<file path="src/rtl/fatori_mon_voter_q.sv">
// Quarantining M-of-N bitwise voter with per-replica strike/probation tracking and scrub req/ack.
// Latency: vote/errors combinational, state 1 cycle; backpressure: scrub_req_o held until scrub_ack_i.
module fatori_mon_voter_q #(
    parameter int W          = 32,
    parameter int N          = 3,
    parameter int M          = 0,
    parameter int HOLD       = 0,
    parameter int STRIKE_MAX = 3,
    parameter int PROBE_LEN  = 4,
    localparam int IW        = (N > 1) ? $clog2(N) : 1
) (
    input  logic           clk_i,
    input  logic           rst_i,
    input  logic [N*W-1:0] replicas_i,
    input  logic           scrub_ack_i,
    output logic [W-1:0]   y_o,
    output logic           min_err_o,
    output logic           maj_err_o,
    output logic [N-1:0]   active_mask_o,
    output logic           scrub_req_o,
    output logic [IW-1:0]  scrub_idx_o,
    output logic           scrub_occurred_o
);

    localparam int         M_EFF = (M == 0) ? (N / 2 + 1) : M;
    localparam logic [3:0] ME4   = 4'(M_EFF);
    localparam logic [3:0] SM4   = 4'(STRIKE_MAX);
    localparam logic [3:0] PL4   = 4'(PROBE_LEN);

    typedef enum logic [1:0] {
        ST_ACTIVE = 2'd0,
        ST_QUAR   = 2'd1,
        ST_SCRUB  = 2'd2,
        ST_PROB   = 2'd3
    } rep_st_t;

    rep_st_t       r_st      [N];
    logic [3:0]    r_cnt     [N];
    rep_st_t       w_st_nxt  [N];
    logic [3:0]    w_cnt_nxt [N];
    logic [W-1:0]  r_last_y;
    logic          r_scrub_req;
    logic [IW-1:0] r_scrub_idx;
    logic          r_scrub_occ;

    logic [N-1:0]  w_act;
    logic [N-1:0]  w_agree;
    logic [3:0]    w_na;
    logic [3:0]    w_agree_cnt;
    logic [W-1:0]  w_vote;
    logic          w_maj;
    logic [N-1:0]  w_q_elig;
    logic [N-1:0]  w_q_pick;
    logic [N-1:0]  w_s_pick;
    logic [IW-1:0] w_s_idx;
    logic          w_ack_acc;

    function automatic logic [3:0] f_pop(input logic [N-1:0] v);
        logic [3:0] c;
        c = '0;
        for (int i = 0; i < N; i++) c = c + {3'b000, v[i]};
        return c;
    endfunction

    always_comb begin
        for (int i = 0; i < N; i++) begin
            w_act[i]   = (r_st[i] == ST_ACTIVE);
            w_agree[i] = (replicas_i[i*W +: W] == w_vote);
        end
    end

    assign w_na        = f_pop(w_act);
    assign w_agree_cnt = f_pop(w_act & w_agree);
    assign w_maj       = (w_agree_cnt < ME4);

    // Ties (even active count) fall back to the last trusted output bit.
    always_comb begin : p_vote
        logic [3:0] v_ones;
        v_ones = '0;
        w_vote = '0;
        for (int b = 0; b < W; b++) begin
            v_ones = '0;
            for (int i = 0; i < N; i++) v_ones = v_ones + {3'b000, w_act[i] & replicas_i[i*W+b]};
            if ({v_ones, 1'b0} > {1'b0, w_na})       w_vote[b] = 1'b1;
            else if ({v_ones, 1'b0} == {1'b0, w_na}) w_vote[b] = r_last_y[b];
        end
    end

    // Quarantine only while removing one replica keeps the active set at or above M_eff.
    always_comb begin
        for (int i = 0; i < N; i++) begin
            w_q_elig[i] = !w_maj && w_act[i] && !w_agree[i]
                          && (r_cnt[i] >= SM4 - 4'd1) && (w_na > ME4);
        end
    end

    always_comb begin : p_pick
        logic v_qf;
        logic v_sf;
        w_q_pick = '0;
        w_s_pick = '0;
        w_s_idx  = '0;
        v_qf     = 1'b0;
        v_sf     = 1'b0;
        for (int i = 0; i < N; i++) begin
            if (w_q_elig[i] && !v_qf) begin
                w_q_pick[i] = 1'b1;
                v_qf        = 1'b1;
            end
            if ((r_st[i] == ST_QUAR) && !r_scrub_req && !v_sf) begin
                w_s_pick[i] = 1'b1;
                w_s_idx     = IW'(i);
                v_sf        = 1'b1;
            end
        end
    end

    assign w_ack_acc = scrub_ack_i && r_scrub_req;

    always_comb begin
        for (int i = 0; i < N; i++) begin
            w_st_nxt[i]  = r_st[i];
            w_cnt_nxt[i] = r_cnt[i];
            case (r_st[i])
                ST_ACTIVE: begin
                    if (!w_maj) begin
                        if (w_agree[i]) begin
                            w_cnt_nxt[i] = '0;
                        end else if (w_q_pick[i]) begin
                            w_st_nxt[i]  = ST_QUAR;
                            w_cnt_nxt[i] = '0;
                        end else if (r_cnt[i] < SM4) begin
                            w_cnt_nxt[i] = r_cnt[i] + 4'd1;
                        end
                    end
                end
                ST_QUAR: begin
                    if (w_s_pick[i]) w_st_nxt[i] = ST_SCRUB;
                end
                ST_SCRUB: begin
                    if (w_ack_acc && (r_scrub_idx == IW'(i))) begin
                        w_st_nxt[i]  = ST_PROB;
                        w_cnt_nxt[i] = '0;
                    end
                end
                default: begin
                    if (!w_maj) begin
                        if (!w_agree[i]) begin
                            w_st_nxt[i]  = ST_QUAR;
                            w_cnt_nxt[i] = '0;
                        end else if (r_cnt[i] >= PL4 - 4'd1) begin
                            w_st_nxt[i]  = ST_ACTIVE;
                            w_cnt_nxt[i] = '0;
                        end else begin
                            w_cnt_nxt[i] = r_cnt[i] + 4'd1;
                        end
                    end
                end
            endcase
        end
    end

    always_ff @(posedge clk_i or posedge rst_i) begin
        if (rst_i) begin
            for (int i = 0; i < N; i++) begin
                r_st[i]  <= ST_ACTIVE;
                r_cnt[i] <= '0;
            end
            r_last_y    <= '0;
            r_scrub_req <= 1'b0;
            r_scrub_idx <= '0;
            r_scrub_occ <= 1'b0;
        end else begin
            for (int i = 0; i < N; i++) begin
                r_st[i]  <= w_st_nxt[i];
                r_cnt[i] <= w_cnt_nxt[i];
            end
            if (!w_maj) r_last_y <= w_vote;
            r_scrub_occ <= w_ack_acc;
            if (w_ack_acc) begin
                r_scrub_req <= 1'b0;
            end else if (|w_s_pick) begin
                r_scrub_req <= 1'b1;
                r_scrub_idx <= w_s_idx;
            end
        end
    end

    assign y_o              = ((HOLD != 0) && w_maj) ? r_last_y : w_vote;
    assign maj_err_o        = w_maj;
    assign min_err_o        = !w_maj && (w_agree_cnt < w_na);
    assign active_mask_o    = w_act;
    assign scrub_req_o      = r_scrub_req;
    assign scrub_idx_o      = r_scrub_idx;
    assign scrub_occurred_o = r_scrub_occ;

endmodule

</file>
<file path="config.mk">
export PLATFORM = sky130hd
export DESIGN_NAME = fatori_mon_voter_q
export DESIGN_NICKNAME = d
export VERILOG_FILES = /design/src/rtl/fatori_mon_voter_q.sv
export SDC_FILE = /design/constraint.sdc
export NUM_CORES = 1
export LEC_CHECK = 0
export ABC_AREA = 1
export BUFFER_PORTS_ARGS = -buffer_cell sky130_fd_sc_hd__buf_2
export CAP_MARGIN = 20
export CORE_MARGIN = 8
export CORE_UTILIZATION = 41
export DETAILED_ROUTE_END_ITERATION = 7
export RECOVER_POWER = 100
export SLEW_MARGIN = 30
export SYNTH_ARGS = -nofsm -noshare
export SYNTH_HDL_FRONTEND = slang
export SYNTH_SLANG_ARGS = --single-unit
</file>
<file path="constraint.sdc">
create_clock -name clk_i -period 7.85 [get_ports clk_i]
set_input_delay 1.57 -clock clk_i [delete_from_list [all_inputs] [get_ports clk_i]]
set_output_delay 1.57 -clock clk_i [all_outputs]
set_load 0.02 [all_outputs]
</file>
==> qor.csv, run 1 <==
metric,value,unit
setup_viol,0,
vias,7594,
peakVddDrop,0.0000841,V
start_util,0.417,
cp_data_required_time,6.28,ns
grt_pass1_wl,36200,µm
hold_buffers,0,
post_cts_buffers,0,
maxSlewViolCount,55,
syn_nets,1398,
layout-drive-gt1-share,0.135,
worstReg2RegStart,r_st[2],
dp_hpwl,17000,µm
cts-buffers-inserted,5,
die_y,151,µm
clk_latency,0.30,ns
max_stage_delay,1.02,ns
cts_tree,yes,
design.die.area,0.0228,mm²
fin_crit_sh,0.909,
min_path_type,reg2reg,
pre_cts_ws,1.05,ns
fp.dieW,151,µm
worstMarginPinSlew,3.15,ns
wl_per_cell,14.1,µm
filler_cell_count,1944,
min_from,r_last_y[22],
synth-main-ff-cell,dfrtp_1,
grt_pass1_vias,7247,
r2r_slack,1.40,ns
overflow,0,
layout_commonest_cell,nand2_1,
synth_cell_types,31,
rsz0062_at_grt,no,
crit_chain,"inv_1, ha_1, inv_1, fa_4, buf_4, nand2_1, nand2_1, nand3_1, nand2_1, nand3_1, nor2_1, nand2_1, nor2_1, nand2_1, inv_1, nand2_1, fa_1, buf_4, a211oi_1, buf_2",
rows,49,
areaGrowthSynthToFinish,13.3,%
critPathTopFamily,adder cells,
drtPass1Iterations,5,
grt_use_total,0.198,
htree_levels,2,
crit_buf_inv,6,
avgSynthCellArea,6.16,µm²
wl,22200,µm
placed_area,0.00840,mm²
synth_edf_count,0,
drt_iter0_markers,490,
setup-tns-final,0,ns
powerDensity,87.6,mW/mm²
ant_nets,0,
antenna_found_initial,0,
worst_slack,0.716,ns
fin_crit,7.13,ns
path_max_fanout,37,
p_total,0.742,mW
gp_congestion,0.894,
yosys_warnings,0,
cts_root_buf,clkbuf_16,
io_buffers,139,
synth_seq_cells,54,
worstSetupPathType,reg2out,
final_nets,1527,
post_cts_resized,0,
worstSetupEndpointType,output port,
maxSlewHeadroom,-1.10,
cellLeakagePower,5.53,nW
cpMaxStageDelayCell,fa_4,
top_level_ports,140,
hold_viol,0,
reg2reg_depth,28,
min_to,r_last_y[22],
core_area,0.0180,mm²
status,finished with violations,
layout_common_cells,"nand2_1, inv_1, buf_2",
viasPerCell,4.82,
clk_path_buf_depth,2,
clk_pin_slew,0.07,ns
startpoint_type,flop,
reg2reg_to,r_cnt[5],
violations,"capacitance limit, slew limit",
hold_depth,2,
cts_sinks,54,
fin_area,0.00847,mm²
cap_violations,1,
synth_cells,1214,
arrival,5.56,ns
fmax,140,MHz
fin_worst_skew,0.00826,ns
ys_seq_area_frac,0.181,
synthArstFlopShare,1.00,
synth_area,0.00748,mm²
cp_common_cell,nand2_1,
hold_slack,0.481,ns
drc,0,
grt_max_degree,55,
-- area by class of cell --
| class | instances | area (µm²) | share of cell area |
|---|---|---|---|
| well taps | 229 | 287 | 0.0338 |
| repair buffers | 148 | 741 | 0.0874 |
| multi-input cells | 866 | 4940 | 0.582 |
| inverters | 268 | 1010 | 0.119 |
| flip-flops and latches | 54 | 1350 | 0.159 |
| clock buffers | 6 | 139 | 0.0164 |
| clock inverters | 2 | 12.5 | 0.00148 |
| diodes | 1 | 2.50 | 0.000295 |
-- layer usage --
| metal | track usage | wire length [µm] | vias up |
|---|---|---|---|
| met4 | 0.0406 | 280 | 0 |
| met3 | 0.0314 | 1550 | 18 |
| li1 | - | - | 3962 |
| met5 | 0 | 0 | - |
| met1 | 0.266 | 10100 | 3430 |
| met2 | 0.329 | 10200 | 184 |
-- power by group --
part           leakage (nW)         switching (mW)  total (mW)  internal, mW
combinational          4.75                  0.136       0.223        0.0875
sequential            0.708  0.0000000000000000391       0.278         0.278
clock                0.0729                  0.114       0.241         0.127
-- stage by stage --
stage,instances,util
after floorplan,1214,-
after global placement,1565,0.468
after detailed placement,1565,0.468
after CTS,1573,0.476
after global routing,1573,0.472
final,1574,0.472
-- registers in the layout, summed over array words and instances, names as in the netlist --
name and flops:
r_last_y 32, scrub_occurred_o 1, scrub_req_o 1, r_cnt 12
r_st 6, scrub_idx_o 2
-- worst min-delay path, stage by stage (launching register included) --
cell and delay, ns:
dfrtp_1 0.35, nand2_1 0.05, nand2_1 0.05
-- synthesized netlist by cell type (all sizes together) (2+ instances only) --
master / instances / area [µm²]
o31ai: 4 / 30.0
a31oi: 2 / 12.5
nand4: 73 / 457
inv: 268 / 1010
ha: 51 / 638
xnor2: 19 / 166
nand3: 94 / 681
dfrtp: 54 / 1350
nand2: 493 / 1870
a21oi: 5 / 36.3
buf: 13 / 93.8
nor2: 62 / 235
xor2: 4 / 35.0
o21ai: 15 / 75.1
clkbuf: 13 / 48.8
nor3: 2 / 10.0
nor4: 3 / 18.8
o211ai: 2 / 15.0
fa: 34 / 681
-- kinds of logic (layout without fill, tap and decap cells) --
family	Yosys count	count (layout)	synth area share
simple gates	728	728	0.438
buf+inv	294	424	0.154
fa+ha+maj	85	85	0.176
flops	54	54	0.181
compound gates	30	30	0.0244
xor+xnor	23	23	0.0269
other cells	0	1	0
-- how the worst max path moves through the flow --
| stage | startpoint | endpoint | slack [ns] | depth (start not counted) |
|---|---|---|---|---|
| 4_1_cts | r_st[2] | min_err_o | 0.94 | 20 |
| 5_1_grt | r_st[2] | min_err_o | 0.32 | 22 |
| 6_report | r_st[2] | min_err_o | 0.72 | 20 |
| 3_3_place_gp | replicas_i[21] | min_err_o | 1.12 | 22 |
| 2_1_floorplan | r_st[2] | min_err_o | 0.41 | 26 |
| 3_5_place_dp | replicas_i[21] | min_err_o | 1.05 | 22 |
Power figures use the tool's default switching activity.
==> run 2: changes to the inputs <==
--- a/config.mk
+++ b/config.mk
@@ -5,9 +5,7 @@
 export SDC_FILE = /design/constraint.sdc
 export NUM_CORES = 1
 export LEC_CHECK = 0
-export ABC_AREA = 1
 export BUFFER_PORTS_ARGS = -buffer_cell sky130_fd_sc_hd__buf_2
-export CAP_MARGIN = 20
 export CORE_MARGIN = 8
 export CORE_UTILIZATION = 41
 export DETAILED_ROUTE_END_ITERATION = 7
==> qor.csv, run 2 <==
metric,value,unit,change
status,finished with violations,,
violations,"capacitance limit, slew limit",,
post-route-util,0.475,,+0.00312
grt_use_total,0.203,,+0.00540
fp.dieW,146,µm,-3.1%
post_cts_resized,0,,unchanged
synth_area,0.00697,mm²,-6.8%
grt_pass1_vias,6538,,-9.8%
wl,22000,µm,-0.86%
powerDensity,479,mW/mm²,+450%
maxSlewViolCount,55,,unchanged
cts_root_buf,clkbuf_16,,
setup-tns-final,0,ns,unchanged
synth_cell_types,56,,+81%
top_level_ports,140,,unchanged
wl_per_cell,19.6,µm,+39%
fmax,133,MHz,-4.8%
final_nets,1084,,-29%
ys_seq_area_frac,0.194,,+0.0132
layout_commonest_cell,buf_2,,
worst_slack,0.357,ns,-0.359 ns
pre_cts_ws,0.513,ns,-0.538 ns
core_area,0.0166,mm²,-7.7%
hold_depth,1,,-1
placed_area,0.00788,mm²,-6.2%
fin_worst_skew,0.0158,ns,+0.00753 ns
grt_max_degree,55,,unchanged
grt_pass1_wl,34800,µm,-3.8%
setup_viol,0,,unchanged
layout-drive-gt1-share,0.233,,+0.0977
overflow,0,,unchanged
reg2reg_depth,22,,-21%
worstSetupEndpointType,output port,,
maxSlewHeadroom,-1.23,,-0.132
p_total,3.77,mW,+410%
synth_edf_count,0,,unchanged
cellLeakagePower,3.46,nW,-37%
reg2reg_to,r_cnt[1],,
htree_levels,2,,unchanged
startpoint_type,primary input,,
dp_hpwl,16900,µm,-0.83%
clk_latency,0.32,ns,+0.02 ns
netlist_top_cells_area,"dfrtp_1, fa_1, ha_1",,
cts_sinks,54,,unchanged
synth_cells,769,,-37%
areaGrowthSynthToFinish,12.9,%,
post_cts_buffers,0,,unchanged
rsz0062_at_grt,no,,
io_buffers,139,,unchanged
peakVddDrop,0.000254,V,+200%
cts-buffers-inserted,5,,unchanged
layout_common_cells,"buf_2, o21ai_0, or3_1",,
drc,0,,unchanged
synthArstFlopShare,1.00,,unchanged
clk_pin_slew,0.07,ns,about the same
gp_congestion,0.789,,-12%
crit_path_start,replicas_i[9],,
viasPerCell,5.76,,+19%
synth-main-ff-cell,dfrtp_1,,
syn_nets,953,,-32%
fin_area,0.00788,mm²,-7.1%
worstMarginPinSlew,3.35,ns,+0.198 ns
yosys.area.top_type,dfrtp_1,,
netlist.area_leader.share,0.194,,-0.0495
antenna_found_initial,0,,unchanged
worstSetupPathType,in2out,,
drtPass1Iterations,5,,unchanged
fin_crit_sh,0.955,,+0.0457
clk_path_buf_depth,2,,unchanged
worstReg2RegStart,r_st[0],,
regMostFlops,r_last_y,,
design.die.area,0.0214,mm²,-6.1%
min_path_type,reg2reg,,
avgSynthCellArea,9.07,µm²,+47%
r2r_slack,1.08,ns,-0.32 ns
critPathCapture,min_err_o,,
cp_data_required_time,6.28,ns,about the same
largest_reg_flops,32,,unchanged
largest_registers,"r_last_y (32), r_cnt (12), r_st (6)",,
yosys_warnings,0,,unchanged
arrival,5.92,ns,+0.36 ns
cap_violations,1,,unchanged
fin_crit,7.49,ns,+0.359 ns
hold_buffers,0,,unchanged
synthTopCellsByCount,"o21ai_0, or3_1, and2_1",,
synth_seq_cells,54,,unchanged
rows,47,,-4.1%
path_max_fanout,7,,-81%
hold_viol,0,,unchanged
die_y,146,µm,-3.1%
filler_cell_count,1694,,-13%
start_util,0.420,,+0.00396
ant_nets,0,,unchanged
vias,6461,,-15%
cts_tree,yes,,
drt_iter0_markers,382,,-22%
## run 2: final cells by class
class	instances	area (µm²)	share of cell area
Antenna cell	1	2.50	0.000318
Clock buffer	6	139	0.0176
Clock inverter	2	12.5	0.00159
Inverter	20	75.1	0.00953
Multi-Input combinational cell	671	5260	0.668
Sequential cell	54	1350	0.172
Tap cell	220	275	0.0350
Timing Repair Buffer	148	756	0.0960
## run 2: power by group
group | switching, mW | leakage (nW) | internal (mW)
combinational | 2.05 | 2.65 | 1.14
clock | 0.118 | 0.0729 | 0.127
sequential | 0.0309 | 0.734 | 0.307
## run 2: logic make-up (layout without fill, tap and decap cells)
group                      count (synthesis)  count (layout)  synth area share
buffers and inverters                     44             176            0.0314
other                                      0               1                 0
AOI/OAI and AO/OA                        168             168             0.171
muxes                                     40              40            0.0644
DFF                                       54              54             0.194
adders and majority gates                 85              85             0.189
and+or+nand+nor                          378             378             0.351
## run 2: metal layers
metal | vias up | track usage | wire (µm)
li1 | 3203 | - | -
met1 | 3068 | 0.258 | 9870
met2 | 171 | 0.353 | 10600
met3 | 19 | 0.0377 | 1200
met4 | 0 | 0.0412 | 282
met5 | - | 0 | 0
## run 2: worst min-delay path by stage
stage                  from           end  slack, ns
3_5_place_dp   r_last_y[20]  r_last_y[20]       0.49
3_3_place_gp   r_last_y[14]  r_last_y[14]       0.48
4_1_cts        r_last_y[23]  r_last_y[23]       0.51
2_1_floorplan  r_last_y[22]  r_last_y[22]       0.47
6_report       r_last_y[17]  r_last_y[17]       0.50
5_1_grt        r_last_y[30]  r_last_y[30]       0.52
## run 2: critical path, stage by stage
cell	delay, ns
buf_2	0.11
and2_1	0.17
fa_1	0.47
ha_1	0.30
a211oi_1	0.58
or3_1	0.21
nand4_1	0.10
nor4_1	0.59
and4_1	0.40
nand2_1	0.10
fa_1	0.54
inv_2	0.10
ha_1	0.22
a211oi_1	0.25
buf_2	0.22
## run 2: per-stage QoR
stage / cells / hold WS [ns]
final: 1122 / 0.499
after global routing: 1121 / 0.519
after CTS: 1121 / 0.506
after detailed placement: 1113 / 0.488
after global placement: 1113 / 0.481
after floorplan: 769 / 0.473
